<file path="config.mk">
export PLATFORM = sky130hd
export DESIGN_NAME = button_conditioner
export DESIGN_NICKNAME = d
export VERILOG_FILES = /design/src/rtl/led_pkg.sv /design/src/rtl/button_channel.sv /design/src/rtl/button_conditioner.sv
export SDC_FILE = /design/constraint.sdc
export NUM_CORES = 1
export LEC_CHECK = 0
export ABC_AREA = 0
export BUFFER_PORTS_ARGS = -buffer_cell sky130_fd_sc_hd__buf_4
export CAP_MARGIN = 20
export CORE_ASPECT_RATIO = 1.4
export CORE_MARGIN = 3
export CORE_UTILIZATION = 56
export DETAILED_ROUTE_END_ITERATION = 12
export PLACE_DENSITY = 0.77
export REMOVE_ABC_BUFFERS = 1
export SYNTH_ARGS = -nofsm -noshare
export SYNTH_HDL_FRONTEND = slang
export SYNTH_HIERARCHICAL = 1
export SYNTH_SLANG_ARGS = --single-unit
</file>
<file path="constraint.sdc">
create_clock -name clk -period 9.45 [get_ports clk]
set_input_delay 1.89 -clock clk [delete_from_list [all_inputs] [get_ports clk]]
set_output_delay 1.89 -clock clk [all_outputs]
set_load 0.05 [all_outputs]
</file>
<file path="src/rtl/led_pkg.sv">
// Shared definitions for the pushbutton conditioner: channel FSM states,
// default timing constants and a small width helper.
package led_pkg;

   typedef enum logic [1:0] {
      ST_RELEASED   = 2'd0,
      ST_DB_PRESS   = 2'd1,
      ST_PRESSED    = 2'd2,
      ST_DB_RELEASE = 2'd3
   } btn_state_e;

   localparam int DEF_NUM_BTN         = 3;
   localparam int DEF_DEBOUNCE_CYCLES = 1_000_000;
   localparam int DEF_REPEAT_DELAY    = 50_000_000;
   localparam int DEF_REPEAT_RATE     = 10_000_000;

   function automatic int max3(input int a, input int b, input int c);
      int m;
      m = a;
      if (b > m) m = b;
      if (c > m) m = c;
      return m;
   endfunction

endpackage

</file>
<file path="src/rtl/button_channel.sv">
// One pushbutton channel: 2-flop synchronizer, debounce FSM and auto-repeat timer.
//
//   state          | meaning
//   ST_RELEASED    | stable released, waiting for sync=1
//   ST_DB_PRESS    | sync=1 seen, counting stable cycles towards a press
//   ST_PRESSED     | stable pressed, repeat timer running
//   ST_DB_RELEASE  | sync=0 seen, counting stable cycles towards a release
module button_channel
   import led_pkg::*;
#(
   parameter int DEBOUNCE_CYCLES = DEF_DEBOUNCE_CYCLES,
   parameter int REPEAT_DELAY    = DEF_REPEAT_DELAY,
   parameter int REPEAT_RATE     = DEF_REPEAT_RATE
) (
   input  logic clk,
   input  logic reset,
   input  logic raw_i,
   output logic level_o,
   output logic press_o,
   output logic release_o,
   output logic repeat_o
);

   localparam int DW = $clog2(DEBOUNCE_CYCLES) + 1;
   localparam int RW = $clog2(max3(REPEAT_DELAY, REPEAT_RATE, 1)) + 1;
   localparam logic [DW-1:0] DB_LAST = DW'(DEBOUNCE_CYCLES - 1);
   localparam logic [RW-1:0] RD_C    = RW'(REPEAT_DELAY);
   localparam logic [RW-1:0] RR_C    = RW'(REPEAT_RATE);

   logic [1:0]    sync_q;
   logic          sync;
   btn_state_e    state_q, state_d;
   logic [DW-1:0] db_cnt_q, db_cnt_d, db_inc;
   logic [RW-1:0] rpt_cnt_q, rpt_cnt_d, rpt_inc;
   logic          rpt_phase_q, rpt_phase_d;
   logic          level_q, level_d;
   logic          press_q, press_d;
   logic          release_q, release_d;
   logic          repeat_q, repeat_d;

   assign sync    = sync_q[1];
   assign db_inc  = (db_cnt_q == '1) ? db_cnt_q : db_cnt_q + DW'(1);
   assign rpt_inc = (rpt_cnt_q == '1) ? rpt_cnt_q : rpt_cnt_q + RW'(1);

   always_comb begin
      state_d     = state_q;
      db_cnt_d    = db_cnt_q;
      rpt_cnt_d   = rpt_cnt_q;
      rpt_phase_d = rpt_phase_q;
      press_d     = 1'b0;
      release_d   = 1'b0;
      repeat_d    = 1'b0;
      case (state_q)
         ST_RELEASED: begin
            if (sync) begin
               if (DEBOUNCE_CYCLES == 1) begin
                  state_d     = ST_PRESSED;
                  rpt_cnt_d   = '0;
                  rpt_phase_d = 1'b0;
                  press_d     = 1'b1;
                  repeat_d    = 1'b1;
               end else begin
                  state_d  = ST_DB_PRESS;
                  db_cnt_d = DW'(1);
               end
            end
         end
         ST_DB_PRESS: begin
            if (!sync) begin
               state_d  = ST_RELEASED;
               db_cnt_d = '0;
            end else if (db_cnt_q == DB_LAST) begin
               state_d     = ST_PRESSED;
               db_cnt_d    = '0;
               rpt_cnt_d   = '0;
               rpt_phase_d = 1'b0;
               press_d     = 1'b1;
               repeat_d    = 1'b1;
            end else begin
               db_cnt_d = db_inc;
            end
         end
         ST_PRESSED: begin
            // Phase 0 waits REPEAT_DELAY, phase 1 then ticks every REPEAT_RATE.
            rpt_cnt_d = rpt_inc;
            if (REPEAT_DELAY != 0) begin
               if ((!rpt_phase_q && rpt_inc == RD_C) || (rpt_phase_q && rpt_inc == RR_C)) begin
                  repeat_d    = 1'b1;
                  rpt_cnt_d   = '0;
                  rpt_phase_d = 1'b1;
               end
            end
            if (!sync) begin
               if (DEBOUNCE_CYCLES == 1) begin
                  state_d   = ST_RELEASED;
                  release_d = 1'b1;
               end else begin
                  state_d  = ST_DB_RELEASE;
                  db_cnt_d = DW'(1);
               end
            end
         end
         ST_DB_RELEASE: begin
            if (sync) begin
               state_d  = ST_PRESSED;
               db_cnt_d = '0;
            end else if (db_cnt_q == DB_LAST) begin
               state_d   = ST_RELEASED;
               db_cnt_d  = '0;
               release_d = 1'b1;
            end else begin
               db_cnt_d = db_inc;
            end
         end
         default: begin
            state_d  = ST_RELEASED;
            db_cnt_d = '0;
         end
      endcase
      level_d = (state_d == ST_PRESSED) || (state_d == ST_DB_RELEASE);
   end

   always_ff @(posedge clk or negedge reset) begin
      if (!reset) begin
         sync_q      <= '0;
         state_q     <= ST_RELEASED;
         db_cnt_q    <= '0;
         rpt_cnt_q   <= '0;
         rpt_phase_q <= 1'b0;
         level_q     <= 1'b0;
         press_q     <= 1'b0;
         release_q   <= 1'b0;
         repeat_q    <= 1'b0;
      end else begin
         sync_q      <= {sync_q[0], raw_i};
         state_q     <= state_d;
         db_cnt_q    <= db_cnt_d;
         rpt_cnt_q   <= rpt_cnt_d;
         rpt_phase_q <= rpt_phase_d;
         level_q     <= level_d;
         press_q     <= press_d;
         release_q   <= release_d;
         repeat_q    <= repeat_d;
      end
   end

   assign level_o   = level_q;
   assign press_o   = press_q;
   assign release_o = release_q;
   assign repeat_o  = repeat_q;

endmodule

</file>
<file path="src/rtl/button_conditioner.sv">
// Debounce and auto-repeat conditioner for NUM_BTN independent pushbuttons.
module button_conditioner
   import led_pkg::*;
#(
   parameter int NUM_BTN         = DEF_NUM_BTN,
   parameter int DEBOUNCE_CYCLES = DEF_DEBOUNCE_CYCLES,
   parameter int REPEAT_DELAY    = DEF_REPEAT_DELAY,
   parameter int REPEAT_RATE     = DEF_REPEAT_RATE
) (
   input  logic               clk,
   input  logic               reset,
   input  logic [NUM_BTN-1:0] btn_raw,
   output logic [NUM_BTN-1:0] btn_level,
   output logic [NUM_BTN-1:0] btn_press,
   output logic [NUM_BTN-1:0] btn_release,
   output logic [NUM_BTN-1:0] btn_repeat
);

   for (genvar g = 0; g < NUM_BTN; g++) begin : g_chan
      button_channel #(
         .DEBOUNCE_CYCLES (DEBOUNCE_CYCLES),
         .REPEAT_DELAY    (REPEAT_DELAY),
         .REPEAT_RATE     (REPEAT_RATE)
      ) u_chan (
         .clk       (clk),
         .reset     (reset),
         .raw_i     (btn_raw[g]),
         .level_o   (btn_level[g]),
         .press_o   (btn_press[g]),
         .release_o (btn_release[g]),
         .repeat_o  (btn_repeat[g])
      );
   end

endmodule

</file>
==> results.tsv, run 1 <==
metric	value	unit
crit_path_top_delay_cell	o21ai_1	
worstSkewPairLatency	0.43	ns
synth_warnings	6	
cts-resized-gates	0	
synth.most_common_cell	dfrtp_1	
remaining_drc_errors	0	
num_rows	60	
synth_top_area_share	37.4	%
dp_cells	1518	
crit_chain	ha_1 -> nand2_1 -> nor3_2 -> nand3_1 -> and3_1 -> a2111oi_2 -> nand4b_1 -> o21ai_1 -> buf_4 -> a211oi_1	
cts_tree	built	
yosysSeqAreaShare	37.4	%
fin_crit	4.51	ns
antenna_found_initial	0	
fin_util	61.5	%
drt-total-wl	27.5	mm
finalSetupViolations	0	
vias	10115	
vias_per_cell	6.53	
vdd_drop_max	0.000199	V
synth-edff-count	0	
grt_max_degree	102	
max_freq	222	MHz
place_area	11400	µm²
drv_cap	0	
clkSlewWorstSetupHoldPaths	0.07	ns
period_share	47.7	%
nets	1315	
numCtsBuffers	17	
final_cells	1550	
netlist_instances	1325	
avgSynthCellArea	8.53	µm²
port_buffers	16	
path_delay_family	simple AND/OR/NAND/NOR gates	
required	9.73	ns
core-area	19500	µm²
drt_iter0_drc	794	
startpoint_type	flop	
ys_seq_elements	169	
rsz0062_at_grt	false	
async_flop_share	100	%
fin_ws	4.94	ns
endpoint_kind	flop	
hp-class	flop to flop	
pwr_density_cell	185	nW/µm²
maxSlewHeadroom	32.6	%
io_pins	17	
synthTopCellsByCount	dfrtp_1 (169), nor2_1 (150), nand2_1 (130)	
grt_use_total	25.3	%
num_antenna_cells	0	
cts_setup_buffers	0	
slew_violations	0	
tightest_slew	0.985	ns
drive_above_1_share	7.99	%
cts_sinks	169	
fp.dieH	174	µm
ant_nets	0	
p_leak	4.60	nW
firstDrtPassIters	6	
die_w	126	µm
htreeDepth	4	
cts_hold_buffers	0	
grt_remaining_overflow	0	
slowest_delay	0.82	ns
grt_pass1_vias	9740	
dp.final_hpwl	19.1	mm
final_area	12000	µm²
status	complete, no violations	
finClkSkew	0.00935	ns
worst-path-max-fanout	13	
syn-cell-area	11300	µm²
grt_first_pass_wirelength	46.9	mm
arrival	4.79	ns
post_drt_wl_per_cell	17.8	µm
ys_types	97	
synth_area_leaders	dfrtp_1 (37%), nor2_1 (5.0%), nand2_1 (4.3%)	
clock-root-buffer	clkbuf_16	
start_util	57.9	%
hold_viol	0	
fin_tns_setup	0	ns
synthToLayoutAreaGrowth	6.31	%
criticalPathCategory	flop to flop	
fill_cells	1717	
clockBufferDepth	2	
finalWeightedCongestion	1.03	
dieArea	21900	µm²
ys.flop_type	dfrtp_1	
synth_top_cell_by_area	dfrtp_1	
critical_path_buf_inv_count	1	
preCtsSetupSlack	5.07	ns
## routing by layer
layer / global-route usage (%) / wire length (µm) / vias up
li1: - / - / 4847
met1: 31.5 / 11700 / 4848
met2: 44.1 / 13800 / 340
met3: 3.44 / 1250 / 80
met4: 10.1 / 775 / 0
met5: 0 / 0 / -
## through the flow
stage	hold slack, ns	power (mW)
2_1_floorplan	0.331	1.31
3_3_place_gp	0.332	1.52
3_5_place_dp	0.341	1.53
4_1_cts	0.362	2.24
5_1_grt	0.363	2.37
6_report	0.357	2.23
## cell usage in the layout (no fill, tap or decap), types with 13 or more instances in the layout
cell,instances
and4_1,22
nand4_1,66
nand3_1,71
and2_1,13
buf_4,22
or3_1,23
o22ai_1,13
ha_1,21
o211ai_1,18
o31ai_1,18
a31oi_1,35
nor3_1,34
xor2_1,39
nor4_1,26
nand2_1,130
dfrtp_1,169
o21ai_0,42
and3_1,28
inv_1,38
a21oi_1,61
nor2_1,150
xnor2_1,44
clkbuf_16,17
## path summary, 6_finish.rpt
kind / start / to / slack [ns] / cells past startpoint
min in group asynchronous: reset / g_chan[2].u_chan/rpt_cnt_q[26] / 1.50 / 1
worst max register to register: g_chan[0].u_chan/rpt_cnt_q[0] / g_chan[0].u_chan/rpt_cnt_q[9] / 4.94 / 10
max in group asynchronous: reset / g_chan[0].u_chan/rpt_cnt_q[22] / 6.56 / 2
worst min-delay path: g_chan[2].u_chan/sync_q[0] / g_chan[2].u_chan/sync_q[1] / 0.36 / 0
worst max-delay path: g_chan[0].u_chan/rpt_cnt_q[0] / g_chan[0].u_chan/rpt_cnt_q[9] / 4.94 / 10
worst min register to register: g_chan[2].u_chan/sync_q[0] / g_chan[2].u_chan/sync_q[1] / 0.36 / 0
## cell families after synthesis
group	share of synthesized area, %
AO/OA/AOI/OAI	18.2
XOR/XNOR	6.58
adder cells (fa/ha/maj)	2.33
buffers and inverters	4.58
flip-flops	37.4
multiplexers	1.21
AND/OR/NAND/NOR	29.7
## where the power goes
group          leakage, nW  internal (mW)  total [mW]  switching, mW
combinational         2.00          0.211       0.683          0.472
sequential            2.32          0.773       0.837         0.0645
clock                0.287          0.396       0.704          0.309
total                 4.60           1.38        2.23          0.845
## registers in the layout (all words and copies together) (netlist names)
register                   flops
g_chan.u_chan/release_o        3
g_chan.u_chan/level_o          3
g_chan.u_chan/repeat_o         3
g_chan.u_chan/press_o          3
g_chan.u_chan/state_q          4
g_chan.u_chan/sync_q           6
g_chan.u_chan/db_cnt_q        63
g_chan.u_chan/rpt_cnt_q       81
g_chan.u_chan/rpt_phase_q      3
## worst reg2reg max path: stages (launching register included)
cell and delay, ns:
dfrtp_1 0.43, ha_1 0.33, nand2_1 0.26, nor3_2 0.51, nand3_1 0.41, and3_1 0.32
a2111oi_2 0.38, nand4b_1 0.50, o21ai_1 0.82, buf_4 0.31, a211oi_1 0.09
## area by class of cell
cell class                      count  area [µm²]  area share (%)
Tap cell                          248         310            2.58
Inverter                           38         143            1.19
Multi-Input combinational cell   1040        6560            54.6
Clock buffer                       17         425            3.54
Timing Repair Buffer               23         176            1.47
Clock inverter                     15         166            1.39
Sequential cell                   169        4230            35.2
Power figures use the tool's default switching activity.
==> run 2, diff against run 1 <==
--- a/config.mk
+++ b/config.mk
@@ -5,7 +5,7 @@
 export SDC_FILE = /design/constraint.sdc
 export NUM_CORES = 1
 export LEC_CHECK = 0
-export ABC_AREA = 0
+export ABC_AREA = 1
 export BUFFER_PORTS_ARGS = -buffer_cell sky130_fd_sc_hd__buf_4
 export CAP_MARGIN = 20
 export CORE_ASPECT_RATIO = 1.4
==> constraint.sdc (replaced) <==
create_clock -name clk -period 4.3 [get_ports clk]
set_input_delay 0.86 -clock clk [delete_from_list [all_inputs] [get_ports clk]]
set_output_delay 0.86 -clock clk [all_outputs]
set_load 0.05 [all_outputs]
==> results.tsv, run 2 <==
metric	value	unit	change
tightest_slew	0.864	ns	was 0.985 ns
maxSlewHeadroom	42.4	%	was 32.6%
status	complete, no violations		unchanged
ys_seq_elements	169		unchanged
synth-edff-count	0		unchanged
firstDrtPassIters	5		was 6
vdd_drop_max	0.000287	V	was 0.000199 V
grt_use_met3	4.24	%	was 3.44%
ys.flop_type	dfrtp_1		unchanged
clockBufferDepth	2		unchanged
port_buffers	16		unchanged
arrival	3.46	ns	was 4.79 ns
cts_hold_buffers	0		unchanged
async_flop_share	100	%	unchanged
top_register	g_chan.u_chan/rpt_cnt_q		unchanged
dp_cells	2072		was 1518
period_share	71.7	%	was 47.7%
grt_remaining_overflow	0		unchanged
clkSlewWorstSetupHoldPaths	0.07	ns	about the same
synth.most_common_cell	nand2_1		was dfrtp_1
swShare	30.5	%	was 38.0%
synth_top_family_by_area	simple AND/OR/NAND/NOR gates		unchanged
worst-path-max-fanout	25		was 13
synthToLayoutAreaGrowth	7.59	%	was 6.31%
cts_tree	built		unchanged
path_delay_family	simple AND/OR/NAND/NOR gates		unchanged
slew_violations	0		unchanged
final_area	13000	µm²	was 12000 µm²
slowest_delay	0.59	ns	was 0.82 ns
rsz0062_at_grt	false		unchanged
layout_common_cells	nand2_1 (561), nor2_1 (253), inv_1 (217), dfrtp_1 (169), nand3_1 (135)		was dfrtp_1 (169), nor2_1 (150), nand2_1 (130), nand3_1 (71), nand4_1 (66)
synthXorXnorAreaFrac	3.69	%	was 6.58%
fin_util	61.5	%	about the same
pwr_density_cell	318	nW/µm²	was 185 nW/µm²
grt_pass1_vias	11651		was 9740
synthSimpleGateAreaFrac	42.3	%	was 29.7%
dp.final_hpwl	23.7	mm	was 19.1 mm
muxShareOfSynthArea	0	%	was 1.21%
antenna_found_initial	0		unchanged
seqPwrFrac	42.2	%	was 37.6%
io_pins	17		unchanged
htreeDepth	4		unchanged
synth_top_cell_by_area	dfrtp_1		unchanged
drive_above_1_share	7.05	%	was 7.99%
yosysSeqAreaShare	34.9	%	was 37.4%
cts-resized-gates	0		unchanged
worstSkewPairLatency	0.43	ns	about the same
syn-cell-area	12100	µm²	was 11300 µm²
die_w	130	µm	was 126 µm
hold_viol	0		unchanged
ys_types	45		was 97
startpoint_type	flop		unchanged
finClkSkew	0.00739	ns	was 0.00935 ns
largestRegisters	g_chan.u_chan/rpt_cnt_q: 81 flops, g_chan.u_chan/db_cnt_q: 63 flops, g_chan.u_chan/sync_q: 6 flops		unchanged
place_area	12400	µm²	was 11400 µm²
critical_path_buf_inv_count	2		was 1
p_leak	6.03	nW	was 4.60 nW
grt_use_total	27.7	%	was 25.3%
yosys.area_share.adder	2.17	%	was 2.33%
vias_per_cell	5.58		was 6.53
synth_area_leaders	dfrtp_1 (35%), nand2_1 (17%), nor2_1 (7.8%)		was dfrtp_1 (37%), nor2_1 (5.0%), nand2_1 (4.3%)
endpoint_kind	flop		unchanged
core-area	21200	µm²	was 19500 µm²
hp-class	flop to flop		unchanged
vias	11755		was 10115
drt_iter0_drc	1048		was 794
post_drt_wl_per_cell	14.9	µm	was 17.8 µm
power	4.14	mW	was 2.23 mW
busiest_layer	met2		unchanged
crit_path_top_delay_cell	nand2_1		was o21ai_1
grtUsageMet2	48.4	%	was 44.1%
layout_commonest_cell	nand2_1		was dfrtp_1
fp.dieH	180	µm	was 174 µm
synth_top_area_share	34.9	%	was 37.4%
drt-total-wl	31.4	mm	was 27.5 mm
finalSetupViolations	0		unchanged
fin_tns_setup	0	ns	unchanged
synth_warnings	6		unchanged
synthTopCellsByCount	nand2_1 (561), nor2_1 (253), inv_1 (217)		was dfrtp_1 (169), nor2_1 (150), nand2_1 (130)
avgSynthCellArea	6.64	µm²	was 8.53 µm²
start_util	57.1	%	was 57.9%
largest_reg_flops	81		unchanged
netlist_instances	1826		was 1325
numCtsBuffers	17		unchanged
final_cells	2105		was 1550
gr-usage-met1	32.5	%	was 31.5%
finalWeightedCongestion	1.02		was 1.03
grt_max_degree	93		was 102
combPwrFrac	18.4	%	was 30.7%
num_rows	63		was 60
fin_crit	3.08	ns	was 4.51 ns
fill_cells	1934		was 1717
internal-power	2.88	mW	was 1.38 mW
cts_sinks	169		unchanged
criticalPathCategory	flop to flop		unchanged
remaining_drc_errors	0		unchanged
required	4.67	ns	was 9.73 ns
nets	1858		was 1315
ant_nets	0		unchanged
grt_first_pass_wirelength	53.4	mm	was 46.9 mm
drv_cap	0		unchanged
clock-root-buffer	clkbuf_16		unchanged
num_antenna_cells	0		unchanged
crit_top_cell	nand2_1		
max_freq	324	MHz	was 222 MHz
cts_setup_buffers	0		unchanged
p_clk_share	39.4	%	was 31.7%
p_switching	1.26	mW	was 0.845 mW
crit_chain	ha_1 -> nand2_1 -> nor3_2 -> nand3_1 -> nor2_1 -> a21oi_1 -> buf_4 -> inv_1 -> nand2_1 -> a21oi_1 -> nand3_2 -> nand2_1		was ha_1 -> nand2_1 -> nor3_2 -> nand3_1 -> and3_1 -> a2111oi_2 -> nand4b_1 -> o21ai_1 -> buf_4 -> a211oi_1
dieArea	23500	µm²	was 21900 µm²
synth_compound_area_share	8.04	%	was 18.2%
-- run 2: cell count changes after synthesis, sizes merged, moves of 17 or more --
cell	change
a31oi	-33
or3	-24
inv	+184
xnor2	-35
nand2	+452
nand3	+83
o21ai	+19
clkbuf	-18
and4	-23
buf	-21
nor2	+121
nand4	-25
and3	-26
o211ai	-17
-- run 2: area by class of cell --
cell class              instances  area (µm²)  share of cell area (%)
flip-flops and latches        169        4230                    32.4
inverters                     225         846                    6.49
repair buffers                 26         196                    1.51
clock inverters                 9         136                    1.05
multi-input cells            1393        6810                    52.2
well taps                     260         325                    2.50
clock buffers                  23         498                    3.82
-- run 2: metal layers --
| layer | routed length [µm] | vias to the layer above | share of wire [%] |
|---|---|---|---|
| met2 | 16100 | 364 | 51 |
| met3 | 1290 | 112 | 4.1 |
| met4 | 1440 | 0 | 4.6 |
| li1 | - | 5884 | - |
| met1 | 12600 | 5395 | 40 |
| met5 | 0 | - | 0 |
-- run 2: cells by family after synthesis --
| kind of cell | after synthesis |
|---|---|
| AOI/OAI and AO/OA | 172 |
| DFF | 169 |
| xor gates and xnor gates | 51 |
| buffers and inverters | 264 |
| and+or+nand+nor | 1149 |
| adders and majority gates | 21 |
-- run 2: power groups by stage --
stage / clock network [mW] / logic, mW / registers, mW
after floorplan: 0 / 0.516 / 1.77
after global placement: 0 / 0.737 / 1.77
after detailed placement: 0 / 0.752 / 1.77
after CTS: 1.67 / 0.760 / 1.75
after global routing: 1.73 / 0.877 / 1.76
final: 1.63 / 0.761 / 1.75
-- run 2: worst paths after layout --
kind	startpoint	to	slack, ns	depth (start not counted)
worst max-delay path	g_chan[2].u_chan/db_cnt_q[0]	g_chan[2].u_chan/rpt_cnt_q[19]	1.22	12
worst min-delay path	g_chan[0].u_chan/sync_q[0]	g_chan[0].u_chan/sync_q[1]	0.35	0
worst max register to register	g_chan[2].u_chan/db_cnt_q[0]	g_chan[2].u_chan/rpt_cnt_q[19]	1.22	12
worst min register to register	g_chan[0].u_chan/sync_q[0]	g_chan[0].u_chan/sync_q[1]	0.35	0
max in group asynchronous	reset	g_chan[1].u_chan/rpt_cnt_q[1]	2.88	2
min in group asynchronous	reset	g_chan[0].u_chan/rpt_cnt_q[17]	0.50	1
-- run 2: stage by stage --
stage	setup WS (ns)	hold slack [ns]
final	1.22	0.347
after floorplan	1.06	0.331
after global placement	1.34	0.334
after detailed placement	1.29	0.336
after global routing	0.847	0.352
after CTS	1.25	0.350
